## config.mk

```make
export PLATFORM = sky130hd
export DESIGN_NAME = npc_bpred_unit
export DESIGN_NICKNAME = d
export VERILOG_FILES = /design/src/rtl/npc_bpred_unit.sv
export SDC_FILE = /design/constraint.sdc
export NUM_CORES = 2
export LEC_CHECK = 0
export CORE_ASPECT_RATIO = 0.6
export CORE_UTILIZATION = 40
export DETAILED_ROUTE_END_ITERATION = 16
export SLEW_MARGIN = 40
export SYNTH_ARGS = -nofsm -noshare
export SYNTH_HDL_FRONTEND = slang
export SYNTH_SLANG_ARGS = --single-unit
```

## constraint.sdc

```tcl
create_clock -name clk -period 13.8 [get_ports clk]
set_input_delay 2.76 -clock clk [delete_from_list [all_inputs] [get_ports clk]]
set_output_delay 2.76 -clock clk [all_outputs]
set_load 0.01 [all_outputs]
```

## src/rtl/npc_bpred_unit.sv

```systemverilog
// Next-PC unit: owns the fetch PC, a direct-mapped BTB with 2-bit direction
// counters, and the execute-stage redirect that flushes on a mispredict.
module npc_bpred_unit #(
    parameter int              XLEN     = 32,
    parameter int              ENTRIES  = 16,
    parameter logic [XLEN-1:0] RESET_PC = '0,
    parameter bit              PRED_EN  = 1'b1
) (
    input  logic            clk,
    input  logic            rst,
    input  logic            stall,
    output logic [XLEN-1:0] pc,
    output logic            pred_taken,
    output logic [XLEN-1:0] pred_target,
    input  logic            res_valid,
    input  logic [1:0]      res_type,
    input  logic [XLEN-1:0] res_pc,
    input  logic            res_taken,
    input  logic [XLEN-1:0] res_target,
    input  logic            res_pred_taken,
    input  logic [XLEN-1:0] res_pred_target,
    output logic            flush,
    output logic [15:0]     mispredict_cnt,
    output logic [15:0]     branch_cnt
);

    localparam int         IDX   = $clog2(ENTRIES);
    localparam int         TAGW  = XLEN - IDX - 2;
    localparam logic [1:0] T_BR  = 2'b00;
    localparam logic [1:0] T_RSV = 2'b11;

    logic             btb_valid  [ENTRIES];
    logic [TAGW-1:0]  btb_tag    [ENTRIES];
    logic [XLEN-1:0]  btb_target [ENTRIES];
    logic [1:0]       btb_type   [ENTRIES];
    logic [1:0]       btb_ctr    [ENTRIES];

    logic [IDX-1:0]   lk_idx;
    logic [TAGW-1:0]  lk_tag;
    logic             lk_hit;
    logic [XLEN-1:0]  pc_plus4;

    logic [IDX-1:0]   up_idx;
    logic [TAGW-1:0]  up_tag;
    logic             up_hit;
    logic             res_live;
    logic             mispredict;
    logic [XLEN-1:0]  correct_pc;
    logic [1:0]       ctr_next;

    // Lookup reads the pre-update array contents; there is no write bypass.
    assign lk_idx      = pc[IDX+1:2];
    assign lk_tag      = pc[XLEN-1:IDX+2];
    assign lk_hit      = btb_valid[lk_idx] && (btb_tag[lk_idx] == lk_tag);
    assign pc_plus4    = pc + XLEN'(4);
    assign pred_taken  = PRED_EN && lk_hit &&
                         ((btb_type[lk_idx] != T_BR) || btb_ctr[lk_idx][1]);
    assign pred_target = pred_taken ? btb_target[lk_idx] : pc_plus4;

    // Reserved resolve type behaves as if nothing resolved this cycle.
    assign res_live    = res_valid && (res_type != T_RSV);
    assign mispredict  = res_live &&
                         ((res_taken != res_pred_taken) ||
                          (res_taken && (res_target != res_pred_target)));
    assign flush       = mispredict;
    assign correct_pc  = res_taken ? res_target : (res_pc + XLEN'(4));

    assign up_idx      = res_pc[IDX+1:2];
    assign up_tag      = res_pc[XLEN-1:IDX+2];
    assign up_hit      = btb_valid[up_idx] && (btb_tag[up_idx] == up_tag);

    // Direction counter value written back on an update or allocation.
    always_comb begin
        ctr_next = btb_ctr[up_idx];
        if (res_type != T_BR) begin
            ctr_next = 2'b11;
        end else if (!up_hit) begin
            ctr_next = 2'b10;
        end else if (res_taken) begin
            ctr_next = (btb_ctr[up_idx] == 2'b11) ? 2'b11 : btb_ctr[up_idx] + 2'd1;
        end else begin
            ctr_next = (btb_ctr[up_idx] == 2'b00) ? 2'b00 : btb_ctr[up_idx] - 2'd1;
        end
    end

    // Fetch PC: redirect beats stall, otherwise follow the prediction.
    always_ff @(posedge clk) begin
        if (rst) begin
            pc <= RESET_PC;
        end else if (mispredict) begin
            pc <= correct_pc;
        end else if (!stall) begin
            pc <= pred_target;
        end
    end

    // BTB training: hits always update, misses allocate only when taken.
    always_ff @(posedge clk) begin
        if (rst) begin
            for (int i = 0; i < ENTRIES; i++) begin
                btb_valid[i]  <= 1'b0;
                btb_tag[i]    <= '0;
                btb_target[i] <= '0;
                btb_type[i]   <= T_BR;
                btb_ctr[i]    <= 2'b01;
            end
        end else if (res_live && (up_hit || res_taken)) begin
            btb_valid[up_idx]  <= 1'b1;
            btb_tag[up_idx]    <= up_tag;
            btb_target[up_idx] <= res_target;
            btb_type[up_idx]   <= res_type;
            btb_ctr[up_idx]    <= ctr_next;
        end
    end

    // Saturating statistics counters.
    always_ff @(posedge clk) begin
        if (rst) begin
            branch_cnt     <= '0;
            mispredict_cnt <= '0;
        end else begin
            if (res_live && (branch_cnt != 16'hFFFF)) begin
                branch_cnt <= branch_cnt + 16'd1;
            end
            if (mispredict && (mispredict_cnt != 16'hFFFF)) begin
                mispredict_cnt <= mispredict_cnt + 16'd1;
            end
        end
    end

endmodule

```

==> metrics.yaml <==
synth:
  yosysTopAreaCellShare: 0.565
  synth_seq_cells: 1076
  synth_top_family_by_area: "multiplexers"
  synthDistinctLibCells: 62
  synth-edff-count: 992
  synthSimpleGateAreaFrac: 0.129
  syn_inst: 4010
  yosysTopAreaCell: "edfxtp_1"
  synthXorXnorAreaFrac: 0.0282
  async_reset_ff_frac: 0
  seq_area_frac_synth: 0.597
  yosys_warnings: 0
  syn-cell-area_sq_um: 52700
  synthMuxAreaShare: 0.186
  synth_nets: 4121
  synthTopCellsByArea: "edfxtp_1, mux4_2, nor2_1"
  synth_compound_gate_area_share: 0.0278
  synth_area_per_cell_sq_um: 13.2
  synthFlopType: "edfxtp_1"
  synth_fa_ha_area_frac: 0.00185
global_route:
  antenna_found_initial: 4
  grtUsageTotal: 0.281
  grt_max_degree: 96
  grt_first_pass_wirelength_um: 269000
  first_global_vias: 35100
  overflow: 0
pwr:
  powerDensity_nw_per_um2: 131
  vdd_drop_max_uv: 101
  leakagePower_nw: 18.9
  total_power_mw: 7.83
worst_setup_path:
  max_stage_delay_ns: 0.83
  critical_path_buf_inv_count: 3
  arrival_ns: 6.51
  worstPathCellList: "clkdlybuf4s50_1, xor2_1, nor4_1, nand4_1, nor3_2, or2_2, inv_1, clkdlybuf4s50_1"
  crit_fanout: 6
  cp_common_cell: "clkdlybuf4s50_1"
  crit_family: "simple AND/OR/NAND/NOR gates"
  cp-end-kind: "primary output"
  crit_slowest_cell: "nor4_1"
  critical_path_class: "input port to primary output"
  crit_required_ns: 11.04
  startpoint_type: "input port"
timing:
  setup_violations: 0
  max_freq_mhz: 108
  setup_tns_ns: 0
  tightest_slew_ns: 0.917
  rsz0062_at_grt: "false"
  worst_hold_slack_ns: 0.491
  finalHoldViolCount: 0
  slew_headroom: 0.387
  min_period_ns: 9.27
  skew_ns: 0.0390
  drv_slew: 0
  period_share: 0.672
layout:
  drive_gt1_frac: 0.166
  fillers: 11500
  nets: 4177
  synthToLayoutAreaGrowth_pct: 13.6
  final_util: 0.461
route:
  firstDrtPassIters: 6
  wl_um: 189000
  wl_per_cell_um: 32.2
  viasPerCell: 6.22
  dr_total_vias: 36500
  drc: 0
  ant_nets: 0
  drtIter0Drc: 5683
cts:
  cts_made_buffers: 98
  holdBufCountCts: 0
  clock-root-buffer: "clkbuf_16"
  ctsResizeCount: 0
  cts_buffer_depth: 3
  h-tree-depth: 3
  clock_sinks: 1076
  clk_pin_slew_ns: 0.06
  cts_tree: "yes"
  insertion_delay_ns: 0.73
  postCtsSetupRepairBufs: 0
floorplan:
  io_pins: 202
  chipHeight_um: 283
  start_util: 0.406
  core.rowCount: 102
  coreArea_sq_um: 130000
  die_w_um: 471
  dieArea_sq_um: 133000
place:
  routabilityCongestion: 0.922
  dp_hpwl_um: 116000
  io_buffers: 201
run_status:
  status: "completed"
run:
  drv_cap: 0
min_path:
  hold_class: "register to register"
-- stage by stage --
stage / area [sq um] / instances / worst slack, ns
3_5_place_dp: 56500 / 5680 / 3.68
5_1_grt: 59900 / 5868 / 4.31
4_1_cts: 59800 / 5865 / 4.43
3_3_place_gp: 56200 / 5673 / 3.79
2_1_floorplan: 52700 / 4010 / 3.15
6_report: 59900 / 5870 / 4.53
-- placed cells by master, fill, tap and decap left out, types with 10 or more instances in the layout --
| master | count |
|---|---|
| nand3_1 | 66 |
| clkinv_2 | 13 |
| o311ai_0 | 13 |
| a21oi_1 | 46 |
| and3_1 | 31 |
| bufinv_16 | 11 |
| nor4_1 | 13 |
| inv_1 | 25 |
| buf_4 | 56 |
| nor2_1 | 1056 |
| nor2b_1 | 11 |
| clkbuf_1 | 19 |
| clkbuf_16 | 101 |
| xor2_1 | 86 |
| dfxtp_1 | 80 |
| edfxtp_1 | 992 |
| a21o_1 | 17 |
| nand4_1 | 41 |
| buf_12 | 10 |
| mux4_2 | 380 |
| nand2_1 | 372 |
| a31oi_1 | 11 |
| mux2i_1 | 98 |
| nor3_1 | 21 |
| a22o_1 | 26 |
| clkinv_1 | 19 |
| o21ai_0 | 51 |
| xnor2_1 | 79 |
| mux2_2 | 23 |
| buf_6 | 11 |
| nand2_4 | 11 |
| clkdlybuf4s50_1 | 195 |
-- area by class of cell --
type,instances,area [sq um],area share
Timing Repair Buffer,282,2850,0.0476
Tap cell,1716,2150,0.0358
Inverter,28,106,0.00177
Clock buffer,128,2710,0.0452
Multi-Input combinational cell,2580,20000,0.334
Clock inverter,57,616,0.0103
Sequential cell,1076,31500,0.525
Antenna cell,3,7.51,0.000125
-- worst paths after layout --
check	start	end	slack (ns)	depth (start not counted)
setup / recovery	res_target[4]	flush	4.53	8
hold reg to reg	btb_valid[1]$_DFF_P_	btb_valid[1]$_DFF_P_	0.49	2
setup reg to reg	btb_tag[12][1]$_SDFFCE_PN0P_	btb_type[3][0]$_SDFFCE_PN0P_	7.65	10
hold / removal	btb_valid[1]$_DFF_P_	btb_valid[1]$_DFF_P_	0.49	2
-- flip-flops by register name, summed over array words and instances (netlist names), named ones only --
name	flops
branch_cnt	16
btb_type	32
btb_ctr	32
mispredict_cnt	16
pc	32
btb_valid	16
btb_target	512
btb_tag	416
-- layer usage --
metal	vias up	part of all wire	wire length, um	global-route usage
met5	-	0.00012	23	0
met4	4	0.034	6520	0.0957
met3	295	0.14	27100	0.0875
met2	2731	0.41	78200	0.388
met1	18600	0.41	77200	0.415
li1	14900	-	-	-
-- worst register-to-register path, delay by kind of cell, from the launching register on --
family	cells	cell delay, ns
AND/OR/NAND/NOR	4	1.68
buffers and inverters	1	0.51
multiplexers	2	0.96
XOR/XNOR	1	0.60
AO/OA/AOI/OAI	2	1.50
flip-flops	1	0.45
-- cell families (layout without fill, tap and decap cells) --
| group | after synthesis | in the layout |
|---|---|---|
| other cells | 0 | 3 |
| simple gates | 1682 | 1682 |
| flops | 1076 | 1076 |
| fa+ha+maj | 8 | 8 |
| xor+xnor | 170 | 170 |
| mux | 502 | 502 |
| buf+inv | 354 | 495 |
| compound gates | 218 | 218 |
-- synth_stat cells, types with 6 or more instances --
master and count:
and4_1 7, and2_1 10, inv_1 27, nand4_1 41, nor2_1 1059, clkbuf_1 140, a221o_1 8, nand3_1 66
nor4_1 15, buf_4 8, edfxtp_1 992, xor2_1 87, nor3_1 24, mux2i_1 99, mux2_2 23, nand2b_1 9
a21o_1 17, and3_1 32, a31oi_1 11, o311ai_0 13, buf_1 33, buf_6 8, a211oi_1 6, xnor2_1 83
o21ai_0 56, a21oi_1 46, nand2_1 388, nor2b_1 14, ha_1 7, a22o_1 26, dfxtp_1 84, buf_2 135
mux4_2 380
-- power by group --
| group | internal [mW] | switching, mW |
|---|---|---|
| clock | 1.60 | 1.31 |
| sequential | 3.73 | 0.103 |
| combinational | 0.428 | 0.659 |
| total | 5.75 | 2.07 |
Power figures use the tool's default switching activity.
